<file path="config.mk">
export PLATFORM = sky130hd
export DESIGN_NAME = addr_serial_capture
export DESIGN_NICKNAME = d
export VERILOG_FILES = /design/src/rtl/addr_serial_pkg.sv /design/src/rtl/addr_serial_capture_lane.sv /design/src/rtl/addr_serial_capture.sv
export SDC_FILE = /design/constraint.sdc
export NUM_CORES = 1
export LEC_CHECK = 0
export BUFFER_PORTS_ARGS = -buffer_cell sky130_fd_sc_hd__buf_2
export CORE_ASPECT_RATIO = 1.5
export CORE_MARGIN = 2
export CORE_UTILIZATION = 55
export DETAILED_ROUTE_END_ITERATION = 8
export PLACE_DENSITY_LB_ADDON = 0.08
export SLEW_MARGIN = 20
export SYNTH_ARGS = -nofsm -noshare
export SYNTH_HDL_FRONTEND = slang
export SYNTH_SLANG_ARGS = --single-unit
</file>
<file path="constraint.sdc">
create_clock -name clk -period 2.5 [get_ports clk]
set_input_delay 0.75 -clock clk [delete_from_list [all_inputs] [get_ports clk]]
set_output_delay 0.75 -clock clk [all_outputs]
set_load 0.02 [all_outputs]
</file>
<file path="src/rtl/addr_serial_pkg.sv">
// addr_serial_capture shared types, defaults and board bit permutation.
// The permutation is used only when ADDR_UNSCRAMBLE_EN is defined.
package addr_serial_pkg;

    typedef enum logic [2:0] {
        IDLE,
        LOAD,
        LOW,
        HIGH,
        DONE
    } state_t;

    localparam int BITS_DEF        = 8;
    localparam int CLK_DIV_DEF     = 1;
    localparam int LOAD_CYCLES_DEF = 2;

    // Board wiring scrambles the address lines; undo it on the raw word.
    function automatic logic [15:0] addr_unscramble(input logic [15:0] r);
        return {r[11], r[12], r[14], r[2], r[6], r[7], r[13], r[9],
                r[8],  r[15], r[0],  r[1], r[5], r[3], r[4], 1'b0};
    endfunction

endpackage

</file>
<file path="src/rtl/addr_serial_capture_lane.sv">
// Serial-in shift register for one address lane, MSB-first.
// First sampled bit ends in the MSB after BITS samples.
module serial_lane
    import addr_serial_pkg::*;
#(
    parameter int BITS = BITS_DEF
) (
    input  logic            clk,
    input  logic            reset_n,
    input  logic            i_clr,
    input  logic            i_en,
    input  logic            i_sdi,
    output logic [BITS-1:0] o_q
);

    logic [BITS-1:0] r_q;

    // Clear on capture start, shift one bit in per sample strobe.
    always_ff @(posedge clk or negedge reset_n) begin
        if (!reset_n) begin
            r_q <= '0;
        end else if (i_clr) begin
            r_q <= '0;
        end else if (i_en) begin
            r_q <= {r_q[BITS-2:0], i_sdi};
        end
    end

    assign o_q = r_q;

endmodule

</file>
<file path="src/rtl/addr_serial_capture.sv">
// Captures a 2*BITS address from two external PISO shift registers.
// Optional macro ADDR_UNSCRAMBLE_EN applies the board permutation to addr.
module addr_serial_capture
    import addr_serial_pkg::*;
#(
    parameter int BITS        = BITS_DEF,
    parameter int CLK_DIV     = CLK_DIV_DEF,
    parameter int LOAD_CYCLES = LOAD_CYCLES_DEF
) (
    input  logic              clk,
    input  logic              reset_n,
    input  logic              run,
    input  logic              adrin1,
    input  logic              adrin2,
    output logic              shld,
    output logic              serclk,
    output logic [4:0]        count,
    output logic              done,
    output logic [2*BITS-1:0] addr
);

    localparam logic [15:0] LD_LAST  = 16'(LOAD_CYCLES - 1);
    localparam logic [15:0] DV_LAST  = 16'(CLK_DIV - 1);
    localparam logic [4:0]  CNT_LAST = 5'(BITS - 1);

    state_t          r_state;
    logic [15:0]     r_tmr;
    logic [4:0]      r_count;
    logic            r_shld;
    logic            r_serclk;
    logic            r_done;

    state_t          w_state_nx;
    logic [15:0]     w_tmr_nx;
    logic [4:0]      w_cnt_nx;
    logic            w_smp;
    logic            w_clr;
    logic [BITS-1:0] w_hi;
    logic [BITS-1:0] w_lo;
    logic [2*BITS-1:0] w_raw;

    // Next state, phase timer, bit count and lane strobes.
    always_comb begin
        w_state_nx = r_state;
        w_tmr_nx   = r_tmr;
        w_cnt_nx   = r_count;
        w_smp      = 1'b0;
        w_clr      = 1'b0;
        unique case (r_state)
            IDLE: begin
                w_tmr_nx = '0;
                if (run) begin
                    w_state_nx = LOAD;
                    w_clr      = 1'b1;
                end
            end
            LOAD: begin
                if (!run) begin
                    w_state_nx = IDLE;
                end else if (r_tmr == LD_LAST) begin
                    w_state_nx = LOW;
                    w_tmr_nx   = '0;
                end else begin
                    w_tmr_nx = r_tmr + 16'd1;
                end
            end
            LOW: begin
                if (!run) begin
                    w_state_nx = IDLE;
                end else if (r_tmr == DV_LAST) begin
                    w_smp      = 1'b1;
                    w_tmr_nx   = '0;
                    w_cnt_nx   = r_count + 5'd1;
                    w_state_nx = (r_count == CNT_LAST) ? DONE : HIGH;
                end else begin
                    w_tmr_nx = r_tmr + 16'd1;
                end
            end
            HIGH: begin
                if (!run) begin
                    w_state_nx = IDLE;
                end else if (r_tmr == DV_LAST) begin
                    w_state_nx = LOW;
                    w_tmr_nx   = '0;
                end else begin
                    w_tmr_nx = r_tmr + 16'd1;
                end
            end
            DONE: begin
                if (!run) begin
                    w_state_nx = IDLE;
                end
            end
            default: begin
                w_state_nx = IDLE;
            end
        endcase
        if (w_state_nx == IDLE) begin
            w_cnt_nx = '0;
            w_tmr_nx = '0;
        end
    end

    // State register with registered outputs decoded from the next state.
    always_ff @(posedge clk or negedge reset_n) begin
        if (!reset_n) begin
            r_state  <= IDLE;
            r_tmr    <= '0;
            r_count  <= '0;
            r_shld   <= 1'b1;
            r_serclk <= 1'b0;
            r_done   <= 1'b0;
        end else begin
            r_state  <= w_state_nx;
            r_tmr    <= w_tmr_nx;
            r_count  <= w_cnt_nx;
            r_shld   <= (w_state_nx != LOAD);
            r_serclk <= (w_state_nx == HIGH);
            r_done   <= (w_state_nx == DONE);
        end
    end

    serial_lane #(.BITS(BITS)) u_lane1 (
        .clk     (clk),
        .reset_n (reset_n),
        .i_clr   (w_clr),
        .i_en    (w_smp),
        .i_sdi   (adrin1),
        .o_q     (w_hi)
    );

    serial_lane #(.BITS(BITS)) u_lane2 (
        .clk     (clk),
        .reset_n (reset_n),
        .i_clr   (w_clr),
        .i_en    (w_smp),
        .i_sdi   (adrin2),
        .o_q     (w_lo)
    );

    assign w_raw  = {w_hi, w_lo};
    assign shld   = r_shld;
    assign serclk = r_serclk;
    assign count  = r_count;
    assign done   = r_done;

`ifdef ADDR_UNSCRAMBLE_EN
    assign addr = addr_unscramble(w_raw);
`else
    assign addr = w_raw;
`endif

endmodule

</file>
## Word level (Yosys, flattened, before mapping)

Cells that the tools add are included.

| storage, ports and cells | value |
|---|---|
| flip-flop bits (word level) | 43 |
| output and inout port bits | 24 |
| logic and storage cells | 61 |

| operators by class | value |
|---|---|
| $add $sub $neg | 2 |
| equality and inequality tests | 11 |
| multiplexer cells | 29 |
| reductions and logical operators | 11 |

Operator list:

| cell | number |
|---|---|
| $mux 16 | 5 |
| $pmux 16 s3 | 1 |
| $mux 8 | 4 |
| $mux 3 | 9 |
| $mux 5 | 4 |
| $add 16x1->16 const B | 1 |
| $eq 16x1->1 const B | 1 |
| $logic_not 16->1 | 1 |
| $pmux 3 s5 | 1 |
| $eq 3x2->1 const B | 3 |
| $reduce_bool 2->1 | 4 |
| $eq 3x3->1 const B | 2 |
| $logic_not 3->1 | 2 |
| $ne 3x1->1 const B | 2 |
| $reduce_and 3->1 | 2 |
| $add 5x1->5 const B | 1 |
| $eq 5x3->1 const B | 1 |
| $mux 1 | 5 |
| $reduce_bool 4->1 | 1 |
| $eq 3x1->1 const B | 1 |
| $ne 3x3->1 const B | 1 |
| $reduce_or 2->1 | 1 |

## Depth between registers and ports, before layout

| logic depth | value |
|---|---|
| word-level depth | 8 |
| mapped depth | 9 |
| mapped depth without buffers | 7 |

## Modules after synthesis

A second synthesis with hierarchy kept.

| unflattened totals | value |
|---|---|
| cell total of the unflattened synthesis | 219 |
| area total of the unflattened synthesis | 2,180.8 um2 |

Modules (own cells, without submodules):

| module | instances | cells an instance | area an instance (um2) |
|---|---|---|---|
| addr_serial_capture | 1 | 167 | 1,530.2 |
| serial_lane | 2 | 26 | 325.3 |

## Least setup slack after synthesis

OpenSTA, ideal clock, no wires.

| timing path | value |
|---|---|
| path kind | reg-to-reg |
| start point | register r_tmr[0] |
| end point | register r_tmr[2] |
| arrival | 1,960 ps |
| required time | 2,364 ps |
| slack | 404 ps |
| stages on the path, launching flop included | 10 |
| buffers on the path | 2 |
| clock period less this slack | 2,096 ps |
| cell sequence | dfrtp_1 inv_1 ha_1 or3b_2 nor4_4 o22ai_1 buf_6 buf_6 a21oi_1 a31oi_1 |

| between the ends | value |
|---|---|
| cells in the longest elaborated chain, start to end | 7 |

Ends and longest elaborated chain:

| item | line | RTL |
|---|---|---|
| start: declaration | addr_serial_capture.sv:27 | `logic [15:0] r_tmr;` |
| start signal: assignment | addr_serial_capture.sv:115 | `r_tmr <= w_tmr_nx;` |
| parallel branches: the longest is 7 deep, another holds $add 16x1->16 | n/a |  |

Parallel ways; which one is timed is not known. The select of a mux whose other input is x is not followed.
A chain may end at the register's enable or synchronous reset.

## Worst setup path after layout

| timing path | value |
|---|---|
| start point | register r_tmr[5] |
| end point | register r_tmr[3] |

| between the ends | value |
|---|---|
| cells in the longest elaborated chain, start to end | 7 |

Ends and longest elaborated chain:

| item | line | RTL |
|---|---|---|
| $eq 16x1->1 or $logic_not 16->1 (tied branches) | addr_serial_capture.sv:60, addr_serial_capture.sv:70, addr_serial_capture.sv:82 |  |
| $mux 3, on equally long branches | addr_serial_capture.sv:60, addr_serial_capture.sv:70, addr_serial_capture.sv:82 |  |
| $mux 3, on equally long branches | addr_serial_capture.sv:58, addr_serial_capture.sv:68, addr_serial_capture.sv:80 |  |
| $pmux 3 s5 | addr_serial_capture.sv:49 | `unique case (r_state)` |
| $logic_not 3->1 | addr_serial_capture.sv:98 | `if (w_state_nx == IDLE) begin` |
| $ne 3x3->1 (no line), or another cell as far along | n/a |  |
| $reduce_and 3->1 (no line) | n/a |  |

Several ways; a longest one is shown, not always the timed one. The select of a mux whose other input is x is not followed.

==> results.yml <==
clock_network:
  post_cts_resized: 0
  cts.sinks: 43
  insertion_delay_ns: 0.29
  clkSlewWorstSetupHoldPaths_ns: 0.08
  clk_path_buf_depth: 2
  h-tree-depth: 2
  post-cts-setup-buffers: 0
  cts_root_buf: "clkbuf_8"
  cts_buffers: 5
  holdBufCountCts: 0
  cts_tree: "yes"
detailed_routing:
  wl_per_cell_um: 14.0
  drt-initial-drc-count: 54
  ant_nets: 0
  totalWireLength_um: 4440
  remaining_drc_errors: 0
  dr.pass1.iters: 4
  vias: 1843
  via_per_inst: 5.81
logic_synthesis:
  synthCells: 241
  syn_avg_cell_area_um2: 9.31
  synth-seq-cells: 43
  synth_top_area_cell: "dfrtp_1"
  synth_fp_nets: 250
  yosys_warnings: 0
  netlist_top_cells_area: "dfrtp_1 (47%), nand2_1 (6.9%), a21oi_1 (4.5%)"
  synth_edf_count: 0
  synth_top_area_share_pct: 46.8
  ys_seq_area_share_pct: 48.0
  async_flop_share_pct: 100
  syn_area_mm2: 0.00224
  synth_ff_type: "dfrtp_1"
  synth_cell_types: 41
setup_path:
  worst-path-max-fanout: 29
  r2r-start: "r_tmr[5]$_DFFE_PN0P_"
  path_cells: "or4_1 > nor4_2 > o22ai_2 > buf_12 > a41oi_1 > a31oi_1"
  cp.required_ns: 2.66
  critPathLaunch: "r_tmr[5]$_DFFE_PN0P_"
  rr_worst_depth: 6
  cp-start-kind: "flip-flop"
  arrival_ns: 2.45
  endpoint_kind: "flip-flop"
  slowest_stage: "or4_1"
  critical_path.reg2reg.endpoint: "r_tmr[3]$_DFFE_PN0P_"
  slowest_delay_ns: 0.63
  rrSetupSlack_ns: 0.21
  crit_end: "r_tmr[3]$_DFFE_PN0P_"
  criticalPathCategory: "flip-flop to flip-flop"
outcome:
  status: "finished, final reports clean"
sta:
  drv_slew: 0
  tightest_slew_ns: 0.474
  rsz0062_at_grt: "false"
  final-hold-violation-count: 0
  tns_ns: 0
  max_slew_margin_pct: 68.4
  fin_skew_ns: 0.00325
  min_period_over_period_pct: 91.4
  fmax_ghz: 0.438
  setup_viol: 0
  fin_crit_ns: 2.29
floorplanning:
  core-area_mm2: 0.00392
  die_h_um: 82.2
  die_w_um: 56.2
  die-area_mm2: 0.00462
  start_util_pct: 57.2
  num_rows: 28
  io-pin-count: 29
flow_run:
  cap_violations: 0
pwr:
  vdd_drop_max_mv: 0.418
  pwr_density_cell_mw_per_mm2: 644
  power_leakage_nw: 1.15
layout:
  n_antenna_cell: 0
  final_common_cell: "dfrtp_1"
  stdcell_count: 317
  drive_gt1_share_pct: 26.8
  area_growth_pct: 14.0
  n_fill_cell: 346
  final_cell_mix: "dfrtp_1 (42), nand2_1 (41), buf_2 (28)"
  final_nets: 280
global_route:
  antenna_found_initial: 0
  grt_pass1_vias: 1779
  gr-usage-all-layers_pct: 22.3
  grt_pass1_wl_um: 8080
  grt_max_degree: 30
  overflow: 0
place:
  io_buffers: 28
  dp_hpwl_um: 3250
  gp_congestion: 0.833
  placedCellCount: 309
worst_hold_path:
  worstHoldPathType: "primary input to async pin"
==> kinds of logic after synthesis <==
kind of cell,count (synthesis),share of synthesized area (%)
compound gates,57,15.9
fa+ha+maj,4,2.23
mux,1,0.446
simple gates,112,26.5
buf+inv,19,4.90
xor+xnor,5,1.95
flops,43,48.0
==> worst min-delay path by stage <==
stage	start	end	slack [ns]	cells past startpoint
2_1_floorplan	reset_n	count[0]$_DFFE_PN0P_	0.45	0
3_5_place_dp	r_tmr[15]$_DFFE_PN0P_	r_tmr[15]$_DFFE_PN0P_	0.49	1
4_1_cts	reset_n	u_lane1.o_q[0]$_DFFE_PN0P_	0.41	1
5_1_grt	reset_n	u_lane1.o_q[0]$_DFFE_PN0P_	0.43	1
3_3_place_gp	r_tmr[15]$_DFFE_PN0P_	r_tmr[15]$_DFFE_PN0P_	0.48	1
6_report	reset_n	u_lane1.o_q[0]$_DFFE_PN0P_	0.40	1
==> layer usage <==
layer / share of wire [%] / track usage [%] / up-vias
met1: 41 / 25.6 / 883
li1: - / - / 903
met5: 0 / 0 / -
met4: 2.0 / 9.76 / 0
met2: 52 / 39.9 / 45
met3: 4.5 / 5.14 / 12
==> synthesized netlist by cell type (5+ instances only) <==
cell	count
a31oi_1	10
xor2_1	5
a21oi_1	20
nand3_1	15
nand2_2	10
nor2_1	14
a21oi_2	11
inv_1	8
clkbuf_1	5
nor3_1	5
o21ai_1	9
dfrtp_1	42
nand2_1	41
==> final cells by class <==
class | instances | area [um^2] | area share, %
clock buffer | 7 | 96.3 | 3.77
clock inverter | 1 | 7.51 | 0.293
inverter | 8 | 30.0 | 1.17
multi-input combinational | 179 | 1070 | 41.8
sequential | 43 | 1080 | 42.1
tap | 45 | 56.3 | 2.20
timing repair buffer | 34 | 223 | 8.70
==> stage by stage <==
step	worst slack [ns]	cell area (um^2)	utilization, %	total power [W]	hold slack (ns)
floorplan	0.404	2240	-	0.00108	0.452
global placement	0.203	2450	62.6	0.00117	0.478
detailed placement	0.197	2450	62.6	0.00118	0.492
CTS	0.187	2560	65.2	0.00167	0.405
global route	0.0667	2560	65.2	0.00175	0.430
finish	0.214	2560	65.2	0.00165	0.402
==> power breakdown <==
part / switching [W] / leakage [nW] / internal [W]
Clock: 0.000231 / 0.0505 / 0.000251
Sequential: 0.0000466 / 0.593 / 0.000729
Combinational: 0.000231 / 0.503 / 0.000158
Total: 0.000509 / 1.15 / 0.00114
==> sequential cells by signal (all words and copies together), names as in the netlist <==
name	count
count	5
done	1
r_state	3
r_tmr	16
serclk	1
shld	1
u_lane1.o_q	8
u_lane2.o_q	8
==> critical path: cells and delay by family (launching register included) <==
kind,cells,cell delay (ns)
AOI/OAI and AO/OA,3,0.45
DFF,1,0.45
and+or+nand+nor,2,1.06
buffers and inverters,1,0.19
Power figures use the tool's default switching activity.
